===== src/rtl/sevenseg_demux.sv =====
// Receive-side monitor for a multiplexed seven-segment bus: waits for each digit's
// pattern to settle, stores it per digit and decodes it back to a hex nibble.
module sevenseg_demux #(
    parameter int N      = 2,
    parameter int STABLE = 4
) (
    input  logic           clk,
    input  logic           reset,
    input  logic           cathod,
    input  logic [6:0]     seg_in,
    input  logic [N-1:0]   an_in,
    output logic [6:0]     digit_seg [N],
    output logic [3:0]     digit_hex [N],
    output logic [N-1:0]   hex_ok,
    output logic [N-1:0]   digit_valid,
    output logic           frame_done,
    output logic           sel_err
);

    localparam int CW = $clog2(STABLE + 1);

    typedef enum logic {SETTLE, HELD} state_t;

    state_t         state;
    logic [6:0]     segn;
    logic [N-1:0]   seln;
    logic [N+6:0]   s;
    logic [N+6:0]   p;
    logic [CW-1:0]  cnt;
    logic [CW-1:0]  cnt_next;
    logic [N-1:0]   mask;
    logic [N-1:0]   mask_set;
    logic [6:0]     s_seg;
    logic [N-1:0]   s_sel;
    logic           sel_onehot;
    logic           act;
    logic [4:0]     dec;

    // Returns {legal, nibble}; unknown glyphs decode to 0 and are flagged illegal.
    function automatic logic [4:0] decode(input logic [6:0] g);
        case (g)
            7'h3F:   return {1'b1, 4'h0};
            7'h06:   return {1'b1, 4'h1};
            7'h5B:   return {1'b1, 4'h2};
            7'h4F:   return {1'b1, 4'h3};
            7'h66:   return {1'b1, 4'h4};
            7'h6D:   return {1'b1, 4'h5};
            7'h7D:   return {1'b1, 4'h6};
            7'h07:   return {1'b1, 4'h7};
            7'h7F:   return {1'b1, 4'h8};
            7'h6F:   return {1'b1, 4'h9};
            7'h77:   return {1'b1, 4'hA};
            7'h7C:   return {1'b1, 4'hB};
            7'h39:   return {1'b1, 4'hC};
            7'h5E:   return {1'b1, 4'hD};
            7'h79:   return {1'b1, 4'hE};
            7'h71:   return {1'b1, 4'hF};
            default: return 5'h00;
        endcase
    endfunction

    always_comb begin
        segn = cathod ? ~seg_in : seg_in;
        seln = cathod ? an_in : ~an_in;
    end

    // A new sample restarts the dwell count; acting on the sample that reaches
    // STABLE lets STABLE=1 capture on the first differing sample.
    always_comb begin
        s_seg      = s[N+6:N];
        s_sel      = s[N-1:0];
        sel_onehot = (s_sel != '0) && ((s_sel & (s_sel - N'(1))) == '0);
        mask_set   = mask | s_sel;
        dec        = decode(s_seg);
        if (s != p)
            cnt_next = CW'(1);
        else if (cnt >= CW'(STABLE))
            cnt_next = cnt;
        else
            cnt_next = cnt + CW'(1);
        act = ((state == SETTLE) || (s != p)) && (cnt_next == CW'(STABLE));
    end

    always_ff @(posedge clk) begin
        if (!reset) begin
            state       <= SETTLE;
            s           <= '0;
            p           <= '0;
            cnt         <= '0;
            mask        <= '0;
            hex_ok      <= '0;
            digit_valid <= '0;
            frame_done  <= 1'b0;
            sel_err     <= 1'b0;
            for (int i = 0; i < N; i++) begin
                digit_seg[i] <= '0;
                digit_hex[i] <= '0;
            end
        end else begin
            s          <= {segn, seln};
            p          <= s;
            cnt        <= cnt_next;
            frame_done <= 1'b0;
            sel_err    <= 1'b0;
            if (act) begin
                state <= HELD;
                if (sel_onehot) begin
                    for (int i = 0; i < N; i++) begin
                        if (s_sel[i]) begin
                            digit_seg[i]   <= s_seg;
                            digit_hex[i]   <= dec[3:0];
                            hex_ok[i]      <= dec[4];
                            digit_valid[i] <= 1'b1;
                        end
                    end
                    if (mask_set == '1) begin
                        frame_done <= 1'b1;
                        mask       <= '0;
                    end else begin
                        mask <= mask_set;
                    end
                end else if (s_sel != '0) begin
                    sel_err <= 1'b1;
                end
            end else if (s != p) begin
                state <= SETTLE;
            end
        end
    end

endmodule


===== config.mk =====
export PLATFORM = sky130hd
export DESIGN_NAME = sevenseg_demux
export DESIGN_NICKNAME = d
export VERILOG_FILES = /design/src/rtl/sevenseg_demux.sv
export SDC_FILE = /design/constraint.sdc
export NUM_CORES = 1
export LEC_CHECK = 0
export BUFFER_PORTS_ARGS = -buffer_cell sky130_fd_sc_hd__buf_2
export CAP_MARGIN = 20
export CORE_AREA = 3 3 57 111
export CTS_CLUSTER_DIAMETER = 60
export DETAILED_ROUTE_END_ITERATION = 10
export DIE_AREA = 0 0 60 114
export GPL_TIMING_DRIVEN = 1
export PLACE_DENSITY_LB_ADDON = 0.3
export SKIP_LAST_GASP = 1
export SLEW_MARGIN = 20
export SYNTH_ARGS = -nofsm -noshare
export SYNTH_HDL_FRONTEND = slang
export SYNTH_SLANG_ARGS = --single-unit

===== constraint.sdc =====
create_clock -name clk -period 4.8 [get_ports clk]
set_clock_uncertainty 0.1 [all_clocks]
set_input_delay 0.96 -clock clk [delete_from_list [all_inputs] [get_ports clk]]
set_output_delay 0.96 -clock clk [all_outputs]
set_load 0.03 [all_outputs]

# Word-level counts from Yosys, hierarchy flattened
# Cells that the tools add are included.
# classes
n_lt_le_gt_ge,1
addsub,2
n_mux,10
n_eq_ne,19
reduce_logical,11
bitwise,7
# op_table
operator,count
equality test 7 bit (second input constant),12
case mux 5 bit (16 select lines),1
equality test 7 x 3 -> 1 bit (second input constant),2
equality test 7 x 6 -> 1 bit (second input constant),2
inequality test 9 bit,1
AND reduction 3 bit,3
2-to-1 mux 7 bit,1
NOT 7 bit,1
2-to-1 mux 3 bit,2
2-to-1 mux 1 bit,4
2-to-1 mux 2 bit,2
nonzero test 2 bit,2
adder 3 x 1 -> 3 bit (second input constant),1
equality test 3 bit (second input constant),1
>= comparator 3 bit (second input constant),1
NOT 1 bit,3
OR reduction 3 bit,1
bitwise AND 2 bit,1
equality test 2 bit (second input constant),1
logical AND 1 bit,2
logical NOT 2 bit,1
NOT 2 bit,1
bitwise OR 2 bit,1
AND reduction 2 bit,1
other kinds (2),2
# totals
out_inout_bits,28
inputBits,12
ff_bits,52

# Depth between registers and ports, before layout
# logic_depth
ltp_word,7
mapped_depth,8

# Worst setup path before layout
# OpenSTA, ideal clock, no wires.
# synth_path
path_kind,register -> register
from,reg cnt[0]
to,reg digit_seg[5] in the netlist's numbering
t_arrival_ns,1.838
path_stages_with_launch,9
synth_period_minus_slack_ns,2.066
path_slack_ns,2.734
cell_sequence,dfxtp_1 -> inv_1 -> ha_1 -> and4bb_2 -> o21ai_1 -> nor4_4 -> buf_6 -> mux2i_1 -> nor2_1
# synth_via
elab_chain_cells,6
# synth_lines
item,line_no,source
from (decl),29,logic [CW-1:0] cnt;
from (signal assigned),102,cnt <= cnt_next;
adder 3 x 1 -> 3 bit or >= comparator 3 bit (tied branches),"80, 77",
2-to-1 mux 3 bit *,77,else if (cnt >= CW'(STABLE))
2-to-1 mux 3 bit *,75,if (s != p)
equality test 3 bit *,81,act = ((state == SETTLE) || (s != p)) && (cnt_next == CW'(STABLE));
logical AND 1 bit *,81,
AND reduction 3 bit (no line) *,-,
"to (signal, indexed assignment)",110,digit_seg[i] <= s_seg;
to (decl),12,"output logic [6:0] digit_seg [N],"
# Mark *: on every way between the ends. The rest lies on a longest branch, timed or not.
# A chain may end at the register's enable or synchronous reset.

# Final worst setup path
# layout_path
from,reg s[7]
to,reg digit_seg[3] in the netlist's numbering
# layout_via
elab_chain_cells,5
# layout_lines
item,line_no,source
from (decl),27,logic [N+6:0] s;
from (signal assigned),100,"s <= {segn, seln};"
inequality test 9 bit *,"75, 81",
2-to-1 mux 3 bit,75,
equality test 3 bit,81,
logical AND 1 bit *,81,
AND reduction 3 bit (no line) *,-,
# Marks and branches as above.

==> results.yml <==
run_status:
  status: "completed"
final_layout:
  num-nets-final: 299
  areaGrowthSynthToFinish_pct: 11.79
  diodes: 0
  layout-drive-gt1-share_pct: 23.32
synthesis:
  synth_seq_area_share_pct: 42.28
  synth_edf_count: 0
  syn_nets: 268
  synth.avg_cell_area_um2: 9.810
  syn-cell-area_um2: 2462
  async_reset_ff_share_pct: 0
  syn_inst: 251
  yosys_warnings: 0
  yosysUniqueCellTypes: 48
  ys_ff_latch: 52
  synth_ff_type: "dfxtp_1"
placed_design:
  dpl.hpwl_um: 3685
  port_buffers: 39
  place_congestion: 0.7508
routing:
  first_iter_violations: 48
  post_drt_wl_per_cell_um: 15.00
  postRouteAntennaNets: 0
  dr_total_vias: 1816
  drt_pass1_iterations: 4
  routed_wl_um: 5145
  drcViolationCount: 0
  viasPerCell: 5.294
critical_path:
  regToRegStartpoint: "s[7]$_SDFF_PN0_"
  critPathRequiredTime_ns: 4.90
  crit_path_start_kind: "flop"
  cp.arrival_ns: 2.75
  crit_path_end_kind: "flop"
  cp_cell_sequence: "xnor2_2 > nand2_2 > nor4_4 > mux2i_1 > nor2_1"
  critical_path.slowest_cell: "nor4_4"
  r2r-end: "digit_seg[3]$_SDFFE_PN0P_"
  r2r_setup_slack_ns: 2.15
  path_class: "flop to flop"
  r2r.worst_path.cells: 5
  critical_path.max_stage_delay_ns: 0.94
  path_max_fanout: 19
clocking:
  cts_root_buf: "clkbuf_8"
  cts_resized: 0
  clockBufferDepth: 2
  post_cts_buffers: 0
  cts_tree: "yes"
  clock-sinks: 52
  clk_pin_slew_worst_paths_ns: 0.09
  cts_buffers: 5
  cts-htree-levels: 2
  clock_latency_ns: 0.32
  post_cts_hold_buffer_count: 0
sta:
  worstMarginPinSlew_ns: 1.038
  period_needed_ns: 2.651
  timing.final.crit_share_pct: 55.24
  fin_hold_ws_ns: 0.3804
  hold_viol_final: 0
  setup_tns_ns: 0
  slew_viol_final: 0
  slew_headroom_pct: 30.30
  clock.fmax_ghz: 0.3772
  grt_setup_unrepaired: "no"
  finalSetupViolations: 0
hold_path:
  hold_start: "digit_valid[0]$_SDFFE_PN0P_"
  hold_class: "flop to flop"
  holdPathStages: 2
  hold-path-endpoint: "digit_valid[0]$_SDFFE_PN0P_"
power:
  irDropWorstVdd_mv: 0.2875
  leakage_uw: 0.001071
  power.density_nw_per_um2: 315.1
grt:
  grt_pass1_wl_um: 8500
  grt_max_degree: 41
  antenna_found_initial: 0
  overflow: 0
  grtUsageTotal_pct: 16.88
  grt_pass1_vias: 1853
floorplan:
  start_util_pct: 44.65
  die_area_um2: 6840
  fp-row-count: 38
  fp.dieW_um: 60
  core_region_area_um2: 5515
  fp.dieH_um: 114
  io-pin-count: 40
job:
  max-cap-violations: 0
state kept, by name, indices dropped and copies added (netlist names):
name,count
digit_seg,14
p,9
s,9
digit_hex,8
cnt,3
digit_valid,2
hex_ok,2
mask,2
frame_done,1
sel_err,1
state,1
cell usage in the layout, fill, tap and decap left out, types with 2 or more instances in the layout:
cell / Yosys / final
a21oi_1: 7 / 7
a22oi_1: 2 / 2
a311oi_1: 2 / 2
a31oi_1: 3 / 3
and2_1: 4 / 4
and3_1: 3 / 3
and3b_1: 2 / 2
and4bb_2: 2 / 2
buf_2: 7 / 39
clkbuf_8: 0 / 5
dfxtp_1: 52 / 52
ha_1: 5 / 5
inv_1: 8 / 8
mux2i_1: 22 / 22
nand2_1: 5 / 5
nand3_1: 5 / 5
nor2_1: 52 / 52
nor2b_1: 2 / 2
nor3_1: 3 / 3
nor4_1: 4 / 4
nor4_4: 3 / 3
o21ai_0: 2 / 2
o21ai_1: 4 / 4
o221a_2: 2 / 2
o32ai_1: 2 / 2
or3_1: 2 / 2
xnor2_1: 10 / 10
xnor2_2: 6 / 6
xor2_1: 3 / 3
layer usage:
| metal | track usage [%] | routed length, um | vias to the layer above |
|---|---|---|---|
| li1 | - | - | 915 |
| met1 | 16.44 | 1881 | 857 |
| met2 | 30.06 | 2942 | 34 |
| met3 | 4.077 | 162 | 10 |
| met4 | 10.50 | 158 | 0 |
| met5 | 0 | 0 | - |
where the power goes:
part	total, uW	internal (uW)	switching (uW)
sequential	471	442	29.1
combinational	92.5	42.1	50.4
clock	304	154	150
critical path: cells and delay by family (launching register included):
| kind | cells | cell delay (ns) |
|---|---|---|
| xor gates and xnor gates | 1 | 0.19 |
| DFF | 1 | 0.81 |
| muxes | 1 | 0.27 |
| and+or+nand+nor | 3 | 1.16 |
worst max path at each step:
stage,startpoint,cells after the start,endpoint
2_1_floorplan,cnt[0]$_SDFF_PN0_,8,digit_seg[5]$_SDFFE_PN0P_
3_3_place_gp,s[7]$_SDFF_PN0_,5,digit_seg[6]$_SDFFE_PN0P_
3_5_place_dp,s[7]$_SDFF_PN0_,5,digit_seg[0]$_SDFFE_PN0P_
4_1_cts,s[7]$_SDFF_PN0_,5,digit_seg[3]$_SDFFE_PN0P_
5_1_grt,cnt[0]$_SDFF_PN0_,7,digit_seg[3]$_SDFFE_PN0P_
6_report,s[7]$_SDFF_PN0_,5,digit_seg[3]$_SDFFE_PN0P_
logic make-up after synthesis:
logic type      count (synthesis)  synth area share, %
fa+ha+maj                       5                2.541
flops                          52                42.28
compound gates                 29                8.029
buf+inv                        25                5.386
mux                            22                8.943
xor+xnor                       20                9.705
simple gates                   98                23.12
synth_stat cells, drive strengths merged (2+ instances only):
| library cell | n | area, um^2 |
|---|---|---|
| clkbuf | 5 | 18.77 |
| and2 | 4 | 25.02 |
| and4bb | 2 | 25.02 |
| buf | 11 | 80.07 |
| o221a | 2 | 22.52 |
| o32ai | 2 | 17.52 |
| nor3 | 3 | 15.01 |
| nor2 | 52 | 195.2 |
| nor3b | 2 | 20.02 |
| nand2 | 6 | 25.03 |
| mux2i | 22 | 220.2 |
| a22oi | 2 | 15.01 |
| a31oi | 3 | 18.77 |
| xnor2 | 17 | 212.7 |
| nand3 | 6 | 42.54 |
| inv | 8 | 30.03 |
| nor4 | 7 | 88.83 |
| nor2b | 2 | 12.51 |
| and3b | 2 | 17.52 |
| o21ai | 6 | 30.03 |
| a21oi | 7 | 35.03 |
| dfxtp | 52 | 1041 |
| a311oi | 2 | 17.52 |
| xor2 | 3 | 26.28 |
| ha | 5 | 62.56 |
| or3 | 2 | 12.51 |
| and3 | 3 | 18.77 |
area by class of cell:
type	instances	area, um^2
Clock inverter	3	42.54
Multi-Input combinational cell	174	1289
Tap cell	60	75.07
Clock buffer	5	68.82
Timing Repair Buffer	40	202.7
Sequential cell	52	1041
Fill cell	537	2763
Inverter	9	33.78
per-stage QoR:
| stage | area [um^2] | power, uW | utilization (%) | std cells | setup WS (ns) |
|---|---|---|---|---|---|
| 6_report | 2753 | 867.4 | 49.91 | 343 | 2.149 |
| 5_1_grt | 2753 | 905.1 | 49.91 | 343 | 1.910 |
| 4_1_cts | 2753 | 875.7 | 49.91 | 343 | 2.116 |
| 3_5_place_dp | 2641 | 573.8 | 47.89 | 335 | 2.126 |
| 3_3_place_gp | 2641 | 572.2 | 47.89 | 335 | 2.127 |
| 2_1_floorplan | 2462 | 553.8 | - | 251 | 2.734 |
No activity file was read; power rests on OpenSTA's default activity.
